<file path="src/rtl/processor_instr_fetch.sv">
// Instruction fetch stage: owns the PC, drives imem, loads the IF/ID register.
// Latency: instruction at PC=A lands in IF/ID one rising edge later; taken branch costs one bubble.
// Backpressure: stall_i freezes PC and IF/ID together; branch and flush are ignored while stalled.
module processor_instr_fetch #(
  parameter logic [63:0] RESET_PC  = 64'h0,
  parameter logic [31:0] NOP_INSTR = 32'hD503201F
) (
  input  logic        clk,
  input  logic        reset_n,
  input  logic        stall_i,
  input  logic        flush_i,
  input  logic        br_taken_i,
  input  logic [63:0] br_target_i,
  input  logic        halt_i,
  input  logic [31:0] imem_rdata_i,
  output logic [63:0] imem_addr_o,
  output logic [31:0] instruction_o,
  output logic [63:0] PC_o,
  output logic        valid_o,
  output logic [1:0]  state_o
);

  typedef enum logic [1:0] {
    BOOT = 2'b00,
    RUN  = 2'b01,
    HALT = 2'b10
  } state_t;

  state_t      state_q;
  state_t      state_d;

  logic [63:0] pc_q;
  logic [63:0] pc_d;
  logic [63:0] pc_plus4;

  // IF/ID pipeline register
  logic [31:0] ir_instr_q;
  logic [31:0] ir_instr_d;
  logic [63:0] ir_pc_q;
  logic [63:0] ir_pc_d;
  logic        ir_valid_q;
  logic        ir_valid_d;

  // Sequential PC increment; wraps modulo 2^64 with no flag.
  assign pc_plus4 = pc_q + 64'd4;

  // State register: reset drops straight back to BOOT from any state.
  always_ff @(posedge clk or negedge reset_n) begin
    if (!reset_n) begin
      state_q <= BOOT;
    end else begin
      state_q <= state_d;
    end
  end

  // Next-state logic: BOOT lasts one cycle; HALT is left only via reset.
  always_comb begin
    state_d = state_q;
    case (state_q)
      BOOT:    state_d = RUN;
      RUN:     state_d = halt_i ? HALT : RUN;
      HALT:    state_d = HALT;
      default: state_d = BOOT;
    endcase
  end

  // Datapath next values: halt > stall > branch > flush > normal fetch.
  always_comb begin
    pc_d       = pc_q;
    ir_instr_d = ir_instr_q;
    ir_pc_d    = ir_pc_q;
    ir_valid_d = ir_valid_q;
    case (state_q)
      RUN: begin
        if (halt_i) begin
          // Entering HALT: PC holds, the fetched word is discarded.
          ir_instr_d = NOP_INSTR;
          ir_pc_d    = pc_q;
          ir_valid_d = 1'b0;
        end else if (stall_i) begin
          // Hold everything; Decode re-presents any branch next cycle.
          pc_d = pc_q;
        end else if (br_taken_i) begin
          // Redirect and squash the wrong-path word fetched this cycle.
          pc_d       = br_target_i;
          ir_instr_d = NOP_INSTR;
          ir_pc_d    = pc_q;
          ir_valid_d = 1'b0;
        end else if (flush_i) begin
          pc_d       = pc_plus4;
          ir_instr_d = NOP_INSTR;
          ir_pc_d    = pc_q;
          ir_valid_d = 1'b0;
        end else begin
          pc_d       = pc_plus4;
          ir_instr_d = imem_rdata_i;
          ir_pc_d    = pc_q;
          ir_valid_d = 1'b1;
        end
      end
      default: begin
        // BOOT and HALT: PC frozen, IF/ID fed a bubble every cycle.
        ir_instr_d = NOP_INSTR;
        ir_pc_d    = pc_q;
        ir_valid_d = 1'b0;
      end
    endcase
  end

  // PC and IF/ID registers with asynchronous reset to the boot values.
  always_ff @(posedge clk or negedge reset_n) begin
    if (!reset_n) begin
      pc_q       <= RESET_PC;
      ir_instr_q <= NOP_INSTR;
      ir_pc_q    <= 64'h0;
      ir_valid_q <= 1'b0;
    end else begin
      pc_q       <= pc_d;
      ir_instr_q <= ir_instr_d;
      ir_pc_q    <= ir_pc_d;
      ir_valid_q <= ir_valid_d;
    end
  end

  // Outputs are direct register views; imem is addressed straight from the PC.
  always_comb begin
    imem_addr_o   = pc_q;
    instruction_o = ir_instr_q;
    PC_o          = ir_pc_q;
    valid_o       = ir_valid_q;
    state_o       = state_q;
  end

endmodule

</file>
<file path="config.mk">
export PLATFORM = sky130hd
export DESIGN_NAME = processor_instr_fetch
export DESIGN_NICKNAME = d
export VERILOG_FILES = /design/src/rtl/processor_instr_fetch.sv
export SDC_FILE = /design/constraint.sdc
export NUM_CORES = 1
export LEC_CHECK = 0
export BUFFER_PORTS_ARGS = -buffer_cell sky130_fd_sc_hd__buf_2
export CAP_MARGIN = 10
export CORE_AREA = 2 2 212 130
export CTS_BUF_LIST = sky130_fd_sc_hd__clkbuf_8
export CTS_CLUSTER_DIAMETER = 120
export DETAILED_ROUTE_END_ITERATION = 8
export DIE_AREA = 0 0 214 132
export MAX_ROUTING_LAYER = met4
export PLACE_DENSITY_LB_ADDON = 0.2
export SLEW_MARGIN = 20
export SYNTH_ARGS = -nofsm -noshare
export SYNTH_HDL_FRONTEND = slang
export SYNTH_SLANG_ARGS = --single-unit
</file>
<file path="constraint.sdc">
create_clock -name clk -period 2.89 [get_ports clk]
set_input_delay 0.1445 -clock clk [delete_from_list [all_inputs] [get_ports clk]]
set_output_delay 0.1445 -clock clk [all_outputs]
set_load 0.05 [all_outputs]
</file>
# Word level (Yosys, flattened, before mapping)
# Cells that the tools add are included.
dict set report classes {
  n_reduce_logical 2
  bitwise_logic 2
  n_eq_ne 3
  addsub 1
  muxes 16
}
# operator count
set ops {}
lappend ops {{64-bit 2-to-1 mux} 4}
lappend ops {{32-bit 2-to-1 mux} 5}
lappend ops {{64-bit by 3-bit adder with 64-bit output, second input constant} 1}
lappend ops {{2-bit one-hot mux with 3 select lines} 1}
lappend ops {{1-bit 2-to-1 mux} 5}
lappend ops {{3-bit != test, second input constant} 1}
lappend ops {{3-bit AND reduction} 1}
lappend ops {{2-bit by 1-bit == test with 1-bit output, second input constant} 1}
lappend ops {{2-bit == test, second input constant} 1}
lappend ops {{2-bit logical NOT} 1}
lappend ops {{2-bit 2-to-1 mux} 1}
lappend ops {{1-bit NOT} 2}
dict set report totals {
  out_inout_bits 163
  reg_bits 163
  wordCells 29
}

# Longest topological paths before layout
# Gate-level depths: netlist (run 1).
dict set report logic_depth {
  word_depth 5
  ltp_mapped 7
  depth_no_buf 6
}

# Least setup slack after synthesis (run 1)
# No wires, ideal clock.
dict set report synth_path {
  path_type {register to register}
  startpoint {register pc_q[2] (netlist: imem_addr_o[2])}
  endpoint {register pc_q[44] (netlist: imem_addr_o[44])}
  setup_ps 126
  setup_slack_ps 468
  synth_period_minus_slack_ps 2422
  arrival_time_ps 2296
  required_time_ps 2764
  path_stages_with_launch 7
  path_buffers 0
  cell_sequence {dfrtp_1 -> ha_1 -> nand4_1 -> nor4_4 -> nand3_1 -> or3_1 -> o311a_1}
}
dict set report synth_between {
  elab_chain_len 2
}
# item line
set synth_rtl {}
lappend synth_rtl {{from (decl)} 32} ;# logic [63:0] pc_q;
lappend synth_rtl {{from (signal assigned)} 118} ;# pc_q <= pc_d;
lappend synth_rtl {{64-bit by 3-bit adder with 64-bit output} 45} ;# assign pc_plus4 = pc_q + 64'd4;
lappend synth_rtl {{64-bit 2-to-1 mux} 83} ;# end else if (br_taken_i) begin
# Every way passes these cells.
# A chain may end at the register's enable or synchronous reset.

# Worst setup path after layout (run 1)
# Ends and elaborated chain as after synthesis.

==> qor.csv, run 1 <==
stage,metric,value,unit
synthesis,ys flop type,dfrtp_1,
synthesis,Avg Inst Size Synth,8.93,sq um
detailed_routing,vias per cell,5.22,
synthesis,sequential share of the synthesized area,49.3,%
global_routing,total gr overflow,0,
clock_tree,worst skew pair latency,0.50,ns
layout,most frequent cells in the layout,"buf_2, nand2_1, dfrtp_1, dlygate4sd3_1, nand3_1",
timing,Final min period,2.54,ns
synthesis,asr flop ratio synth,100,%
synthesis,Cell variety after synth,65,
timing,max frequency,0.394,GHz
clock_tree,CTS tree,built,
synthesis,Synth Area in XOR/XNOR,0,%
timing,worst-case hold slack,0.0460,ns
synthesis,Synth Area in Compound Gates,16.3,%
detailed_routing,Routed WL,32800,um
synthesis,Yosys warning total,0,
global_routing,vias in the first global route,7985,
detailed_routing,DRC,0,
power_and_ir_drop,Pwr Total,11300,uW
synthesis,Synth Instances,931,
critical_path,WP data arrival,2.92,ns
detailed_routing,First-pass DRT Iterations,5,
critical_path,Reg-to-Reg End,imem_addr_o[44],
detailed_routing,routed vias,8594,
run_status,status,"complete, no violations",
clock_tree,clock root buffer,clkbuf_8,
critical_path,CP Launch Point,imem_addr_o[2],
critical_path,Setup CP Type,reg2reg,
synthesis,Synth Register Bits,163,
critical_path,CP max FO,8,
min_path,min-delay worst type,in2reg,
timing,Slew headroom,59.6,%
detailed_routing,"antenna viol nets, final",0,
timing,worst slew pin tran,0.600,ns
synthesis,mux cell area share after synthesis,1.63,%
critical_path,crit path to,imem_addr_o[44],
place,GPL Wtd Cong,0.902,
layout,Layout Nets,1375,
timing,RSZ-0062 raised after global routing,false,
synthesis,largest family of logic cells by synthesized area,simple AND/OR/NAND/NOR gates,
layout,Synth-to-Final Area Change,36.5,%
clock_tree,clock slew at reported path FFs,0.10,ns
place,Detailed Place HPWL,23500,um
floorplanning,initial core utilization,31.7,%
synthesis,Adder-Cell Fraction of Synth Area,0.151,%
floorplanning,die area,0.0282,sq mm
layout,fin area,0.0114,sq mm
timing,fin crit share,87.8,%
critical_path,Worst Setup Start Kind,register,
synthesis,Syn Std Cell Area,0.00831,sq mm
detailed_routing,WL/cell,19.9,um
timing,pins over their slew limit,0,
floorplanning,Core Region,0.0262,sq mm
global_routing,initial antenna violation count,1,
synthesis,synthesized net count,1034,
critical_path,CP endpoint kind,register,
clock_tree,H-tree Lvls,4,
timing,Final Hold Viols,0,
flow_run,max cap viols,0,
global_routing,gr usage total,24.1,%
power_and_ir_drop,maximum vdd drop,0.647,mV
layout,"leading cell type in the layout, fill and taps excluded",buf_2,
layout,fillers,2626,
global_routing,largest net degree at the start of global routing,70,
critical_path,r2r setup slk,0.35,ns
synthesis,simple-gate share of the synthesized area,28.0,%
place,I/O Buffers,264,
floorplanning,io pins,265,
clock_tree,Num CTS Buffers,17,
power_and_ir_drop,static leakage,0.00522,uW
timing,post-route setup TNS,0,ns
timing,worst clock skew,0.0143,ns
floorplanning,Die Y,132,um
critical_path,worst r2r src,imem_addr_o[2],
power_and_ir_drop,power per standard cell area,992,mW/mm^2
floorplanning,Die W,214,um
clock_tree,Post-CTS Resized,0,
timing,Finish-stage setup viols,0,
critical_path,critical path required time,3.28,ns
detailed_routing,initial DRC count,854,
timing,final worst setup slack,0.353,ns
critical_path,R2R cell count,6,
global_routing,first-pass GRT wire length,50700,um
clock_tree,Clock Path Buffers,2,
floorplanning,FP Rows,46,
place,dpl ws,0.396,ns
clock_tree,# clock sinks,163,
layout,layout cell share with drive strength beyond 1,29.6,%
synthesis,"EDFF count, synth",0,
place,Post-DP Area,0.0101,sq mm
## Yosys cell counts (3+ instances only)
cell       instances  share of area (%)
a2bb2oi_1          5               0.53
clkbuf_1          48                2.2
or4_1              7               0.63
o22ai_1            8               0.60
mux2i_1            9                1.1
buf_4              3               0.27
a31oi_1            4               0.30
nor3_1            25                1.5
buf_2              9               0.54
nor4_1            20                1.5
a22o_1            21                2.2
mux2_2             4               0.54
o21ai_0           47                2.8
o31a_1             5               0.53
nand4_1           31                2.3
nor2b_1           10               0.75
a31o_2             7               0.74
o211ai_1           5               0.45
nor2_1            38                1.7
or3_1             14                1.1
nand2_1          220                9.9
nor3b_1            4               0.36
inv_1             12               0.54
nand3_1           60                3.6
o2bb2ai_1          3               0.32
a22oi_1            6               0.54
nor4_4             4                1.0
a21oi_1           55                3.3
dfstp_2           13                4.1
buf_6              5               0.68
dfrtp_1          150                 45
o22a_1            10                1.1
a21o_1             6               0.54
or2_2              3               0.23
nand4_4            3               0.77
and3_1            15                1.1
## worst min path at each step
| stage | startpoint | to | slack (ns) | cells past startpoint |
|---|---|---|---|---|
| 3_5_place_dp | reset_n | instruction_o[18] | 0.19 | 1 |
| 2_1_floorplan | reset_n | PC_o[0] | -0.15 | 0 |
| 6_report | br_target_i[59] | imem_addr_o[59] | 0.05 | 4 |
| 5_1_grt | br_target_i[25] | imem_addr_o[25] | 0.02 | 3 |
| 4_1_cts | br_target_i[59] | imem_addr_o[59] | 0.006 | 4 |
| 3_3_place_gp | reset_n | instruction_o[18] | 0.19 | 1 |
## stage by stage
| stage | std cells | utilization (%) |
|---|---|---|
| final | 1647 | 43.3 |
| after CTS | 1645 | 43.3 |
| after detailed placement | 1526 | 38.7 |
| after global placement | 1526 | 38.7 |
| after floorplan | 931 | - |
| after global routing | 1646 | 43.3 |
## state kept, by name, indices dropped and copies added, names as in the netlist
signal / flops
valid_o: 1
state_o: 2
PC_o: 64
instruction_o: 32
imem_addr_o: 64
## cells by family (layout without fill, tap and decap cells)
group,count (synthesis),count (layout)
mux,13,13
other cells,0,2
flops,163,163
compound gates,204,204
fa+ha+maj,1,1
buf+inv,82,436
simple gates,468,468
## critical path, stage by stage (launching register included)
cell	delay [ns]
dfrtp_1	0.49
ha_1	0.29
nand4_1	0.28
nor4_4	0.48
nand3_1	0.30
or3_1	0.45
o311a_1	0.13
## where the power goes
group	leakage, uW	total, uW	internal [uW]	switching, uW
clock	0.000191	1610	684	922
combinational	0.00313	5710	1370	4350
sequential	0.00190	3940	3020	924
total	0.00522	11300	5070	6190
## what timing repair did
| item | in CTS | in global routing |
|---|---|---|
| buffers inserted | 0 | 0 |
| hold endpoints to repair | 147 | 0 |
| hold buffers | 87 | 0 |
## per-layer routing
metal	track usage [%]	routed length (um)	up-vias
li1	-	-	4048
met1	36.5	16500	4195
met2	32.1	13600	328
met3	5.84	2340	23
met4	4.43	267	0
met5	-	0	-
## area by class of cell
cell class	count	area, sq um	area share [%]
Sequential cell	163	4100	36.1
Multi-Input combinational cell	686	3850	34.0
Timing Repair Buffer	392	2550	22.5
Tap cell	360	450	3.97
Clock buffer	18	248	2.18
Clock inverter	14	104	0.915
Inverter	12	45.0	0.397
Antenna cell	2	5.00	0.0441
(Power assumes the default switching activity.)
==> inputs of run 2 (changes only) <==
- PLACE_DENSITY_LB_ADDON: 0.2 -> 0.15
==> run 2 against run 1 <==
Routed wire length fell by 0.18%. Utilization rose by 0.22 points. Die area did not move. Fmax fell by 0.39%. Sequential power barely moved. Setup slack got worse by 0.0099 ns. Count of clock-buffer cells in the layout rose by 1. Register-to-register slack barely moved. Power rose by 0.75%. Non-clock buffer count rose by 4. Sequential cell count did not move. Critical path type unchanged. Largest power group unchanged.
==> qor.csv, run 2 (same netlist as run 1, synthesis figures left out) <==
stage,metric,value,unit
critical_path,WP data arrival,2.99,ns
place,I/O Buffers,264,
floorplanning,initial core utilization,31.7,%
power_and_ir_drop,Pwr Total,11300,uW
timing,Slew headroom,52.5,%
place,GPL Wtd Cong,0.853,
floorplanning,io pins,265,
global_routing,first-pass GRT wire length,50800,um
floorplanning,Die W,214,um
critical_path,Worst Setup Start Kind,register,
timing,Finish-stage setup viols,0,
critical_path,Reg-to-Reg End,imem_addr_o[40],
timing,worst clock skew,0.0160,ns
timing,worst slew pin tran,0.712,ns
global_routing,vias in the first global route,8132,
place,Cells after DPL,1527,
critical_path,crit path to,imem_addr_o[40],
layout,most frequent cells in the layout,"buf_2, nand2_1, dfrtp_1, dlygate4sd3_1, nand3_1",
layout,Synth-to-Final Area Change,37.3,%
timing,fin crit share,88.1,%
layout,fin area,0.0114,sq mm
clock_tree,Post-CTS Resized,0,
place,Post-DP Area,0.0101,sq mm
timing,pins over their slew limit,0,
min_path,min-delay worst type,in2reg,
place,Detailed Place HPWL,23600,um
timing,Final Hold Viols,0,
timing,Final min period,2.55,ns
critical_path,critical path required time,3.33,ns
clock_tree,post-CTS setup buffer count,0,
clock_tree,Clock Path Buffers,2,
critical_path,r2r setup slk,0.34,ns
critical_path,worst r2r src,imem_addr_o[2],
detailed_routing,WL/cell,19.8,um
detailed_routing,vias per cell,5.19,
detailed_routing,First-pass DRT Iterations,5,
run_status,status,"complete, no violations",
global_routing,total gr overflow,0,
clock_tree,worst skew pair latency,0.50,ns
clock_tree,CTS tree,built,
critical_path,R2R cell count,6,
clock_tree,clock root buffer,clkbuf_8,
clock_tree,# clock sinks,163,
global_routing,largest net degree at the start of global routing,62,
layout,"leading cell type in the layout, fill and taps excluded",buf_2,
critical_path,CP Launch Point,imem_addr_o[2],
layout,layout cell share with drive strength beyond 1,29.8,%
floorplanning,die area,0.0282,sq mm
detailed_routing,initial DRC count,766,
timing,max frequency,0.393,GHz
timing,RSZ-0062 raised after global routing,false,
power_and_ir_drop,maximum vdd drop,0.552,mV
flow_run,max cap viols,0,
detailed_routing,routed vias,8576,
global_routing,initial antenna violation count,0,
floorplanning,Die Y,132,um
timing,worst-case hold slack,0.0380,ns
clock_tree,Num CTS Buffers,17,
power_and_ir_drop,power per standard cell area,994,mW/mm^2
critical_path,Setup CP Type,reg2reg,
floorplanning,FP Rows,46,
detailed_routing,"antenna viol nets, final",0,
floorplanning,Core Region,0.0262,sq mm
clock_tree,H-tree Lvls,4,
layout,final cell count without fillers,1651,
critical_path,CP max FO,9,
detailed_routing,DRC,0,
critical_path,CP endpoint kind,register,
power_and_ir_drop,static leakage,0.00525,uW
detailed_routing,Routed WL,32700,um
layout,Layout Nets,1379,
timing,post-route setup TNS,0,ns
global_routing,gr usage total,24.0,%
clock_tree,clock slew at reported path FFs,0.10,ns
-- run 2: layout make-up --
class,count,area [sq um]
antenna,2,5.00
clock inverter,13,111
tap,360,450
multi-input combinational,686,3850
fill,2673,14800
clock buffer,19,262
sequential,163,4100
timing repair buffer,396,2590
inverter,12,45.0
-- run 2: worst max-delay path, stage by stage, from the launching register on --
cell,delay [ns]
dfrtp_1,0.50
ha_1,0.30
nand4_1,0.29
nor4_4,0.48
nand3b_2,0.30
or4_1,0.53
nand3_1,0.09
-- run 2: through the flow --
step	util (%)	setup WS (ns)
2_1_floorplan	-	0.468
3_3_place_gp	38.7	0.421
3_5_place_dp	38.7	0.428
4_1_cts	43.5	0.386
5_1_grt	43.5	0.153
6_report	43.6	0.343
-- run 2: how the worst min path moves through the flow --
| stage | start | to | slack (ns) | cells past startpoint |
|---|---|---|---|---|
| 6_report | br_target_i[50] | imem_addr_o[50] | 0.04 | 4 |
| 5_1_grt | br_target_i[54] | imem_addr_o[54] | 0.03 | 3 |
| 4_1_cts | br_target_i[50] | imem_addr_o[50] | 0.007 | 4 |
| 3_5_place_dp | reset_n | instruction_o[14] | 0.18 | 1 |
| 3_3_place_gp | reset_n | instruction_o[14] | 0.18 | 1 |
| 2_1_floorplan | reset_n | PC_o[0] | -0.15 | 0 |
-- run 2: per-layer routing --
layer / part of all wire (%) / vias to the layer above / global-route usage [%]
met3: 5.8 / 22 / 4.54
met2: 40 / 288 / 31.0
met4: 1.2 / 0 / 5.63
met5: 0 / - / -
li1: - / 4052 / -
met1: 53 / 4214 / 37.4
-- run 2: timing repair --
item	4_1_cts	5_1_grt
setup endpoints to repair	0	0
hold buffers	90	0
hold endpoints to repair	148	0
-- run 2: report_power, final --
group | total (uW) | switching, uW | leakage (uW) | internal [uW]
clock | 1680 | 952 | 0.000195 | 724
combinational | 5720 | 4350 | 0.00315 | 1370
sequential | 3950 | 935 | 0.00190 | 3020
total | 11300 | 6240 | 0.00525 | 5110
==> inputs of run 3 (changes only) <==
==> constraint.sdc (replaced) <==
create_clock -name clk -period 2.89 [get_ports clk]
set_input_delay 0.1445 -clock clk [delete_from_list [all_inputs] [get_ports clk]]
set_output_delay 0.1445 -clock clk [all_outputs]
set_load 0.01 [all_outputs]
==> run 3 against run 2 <==
Utilization up 0.29 points. Non-clock buffer count is the same. Sequential power hardly changed. Count of clock-buffer cells in the layout shrank 1. Routed wire length down 0.41%. Setup slack got worse by 0.017 ns. First-iteration DRC count rose by 5.6%. Cell count barely moved. Critical path type unchanged.
==> qor.csv, run 3 (same netlist as run 1, synthesis figures left out) <==
stage,metric,value,unit
run_status,status,"complete, no violations",
min_path,WHS Endpoint,imem_addr_o[50],
critical_path,Setup CP Type,reg2reg,
timing,max frequency,0.390,GHz
detailed_routing,"antenna viol nets, final",0,
detailed_routing,vias per cell,5.12,
floorplanning,initial core utilization,31.7,%
clock_tree,Post-CTS Resized,0,
clock_tree,Post-CTS Hold Fix Bufs,91,
critical_path,Reg-to-Reg End,imem_addr_o[44],
power_and_ir_drop,power per standard cell area,809,mW/mm^2
min_path,worst hold path depth,4,
layout,post-layout util,43.9,%
global_routing,total gr overflow,0,
place,Post-DP Area,0.0101,sq mm
critical_path,r2r setup slk,0.33,ns
flow_run,max cap viols,0,
timing,post-route setup TNS,0,ns
min_path,min-delay worst type,in2reg,
critical_path,crit-path cells,"ha_1, nand4_1, nor4_4, nand3_1, or3_1, o311a_1",
detailed_routing,Routed WL,32600,um
clock_tree,clock root buffer,clkbuf_8,
layout,layout cell share with drive strength beyond 1,29.9,%
critical_path,slowest CP cell,nor4_4,
critical_path,critical path's top delay family,simple AND/OR/NAND/NOR gates,
critical_path,Slowest Stage Delay on Critical Path,0.51,ns
timing,pins over their slew limit,0,
global_routing,first-pass GRT wire length,50100,um
timing,Slew headroom,56.0,%
layout,fin area,0.0115,sq mm
power_and_ir_drop,maximum vdd drop,0.349,mV
min_path,min-delay src,br_target_i[50],
global_routing,gr usage total,23.7,%
layout,Synth-to-Final Area Change,38.2,%
critical_path,worst r2r src,imem_addr_o[2],
critical_path,Worst path depth,6,
place,I/O Buffers,264,
clock_tree,H-tree Lvls,4,
clock_tree,Clock Path Buffers,2,
clock_tree,post-CTS setup buffer count,0,
timing,Final min period,2.56,ns
timing,RSZ-0062 raised after global routing,false,
clock_tree,Num CTS Buffers,17,
global_routing,largest net degree at the start of global routing,77,
power_and_ir_drop,static leakage,0.00526,uW
place,Detailed Place HPWL,23400,um
floorplanning,FP Rows,46,
critical_path,WP data arrival,2.95,ns
critical_path,CP endpoint kind,register,
critical_path,CP max FO,8,
critical_path,Worst Setup Start Kind,register,
place,GPL Wtd Cong,0.851,
timing,worst slew pin tran,0.660,ns
timing,Final Hold Viols,0,
floorplanning,Core Region,0.0262,sq mm
detailed_routing,initial DRC count,809,
layout,Layout Nets,1379,
critical_path,CP Buf/Inv Count,0,
clock_tree,CTS tree,built,
clock_tree,worst skew pair latency,0.50,ns
detailed_routing,First-pass DRT Iterations,5,
critical_path,critical path required time,3.27,ns
layout,most frequent cells in the layout,"buf_2, nand2_1, dfrtp_1, dlygate4sd3_1, nand3_1",
timing,Finish-stage setup viols,0,
global_routing,initial antenna violation count,2,
clock_tree,# clock sinks,163,
layout,"leading cell type in the layout, fill and taps excluded",buf_2,
detailed_routing,DRC,0,
floorplanning,io pins,265,
timing,worst clock skew,0.0180,ns
timing,fin crit share,88.7,%
detailed_routing,routed vias,8454,
floorplanning,die area,0.0282,sq mm
floorplanning,Die W,214,um
clock_tree,clock slew at reported path FFs,0.10,ns
power_and_ir_drop,Pwr Total,9290,uW
global_routing,vias in the first global route,7909,
floorplanning,Die Y,132,um
critical_path,R2R cell count,6,
detailed_routing,WL/cell,19.7,um
-- run 3: cell types whose count changed in the layout (fill, tap and decap cells not counted), sizes merged --
| cell | change |
|---|---|
| buf | -1 |
| bufinv | +3 |
| clkbuf | -1 |
| clkinv | -5 |
| clkinvlp | +3 |
| diode | -1 |
| dlygate4sd3 | +1 |
-- run 3: final cells by class --
cell class / instances / area (sq um)
diodes: 1 / 2.50
flip-flops and latches: 163 / 4100
fillers: 2644 / 14700
clock buffers: 18 / 248
clock inverters: 14 / 200
multi-input cells: 686 / 3850
well taps: 360 / 450
repair buffers: 396 / 2590
inverters: 12 / 45.0
-- run 3: layer usage --
| metal | vias to the layer above | global-route usage (%) | share of wire, % |
|---|---|---|---|
| met1 | 4090 | 36.4 | 52 |
| met5 | - | - | 0 |
| met2 | 288 | 31.4 | 40 |
| met3 | 15 | 5.24 | 6.6 |
| li1 | 4061 | - | - |
| met4 | 0 | 4.62 | 0.76 |
-- run 3: stage by stage --
| step | instances | setup slack, ns | hold WS, ns |
|---|---|---|---|
| finish | 1650 | 0.326 | 0.0460 |
| global route | 1650 | 0.159 | 0.0530 |
| global placement | 1526 | 0.452 | 0.231 |
| CTS | 1649 | 0.357 | 0.0145 |
| detailed placement | 1526 | 0.379 | 0.229 |
| floorplan | 931 | 0.782 | -0.151 |
-- run 3: worst min-delay path, delay by kind of cell --
kind,cells,cell delay [ns]
AO/OA/AOI/OAI,1,0.07
buffers and inverters,1,0.07
AND/OR/NAND/NOR,2,0.20
-- run 3: how the worst max path moves through the flow --
stage / end / start / slack, ns
3_3_place_gp: imem_addr_o[58] / imem_addr_o[2] / 0.45
3_5_place_dp: imem_addr_o[44] / imem_addr_o[2] / 0.38
6_report: imem_addr_o[44] / imem_addr_o[2] / 0.33
5_1_grt: imem_addr_o[44] / imem_addr_o[2] / 0.16
2_1_floorplan: imem_addr_o[44] / imem_addr_o[2] / 0.78
4_1_cts: imem_addr_o[44] / imem_addr_o[2] / 0.36
-- run 3: power breakdown --
part | total [uW] | switching [uW] | internal [uW] | leakage [uW]
Clock | 1940 | 970 | 975 | 0.000210
Combinational | 3400 | 2040 | 1360 | 0.00315
Sequential | 3950 | 930 | 3020 | 0.00190
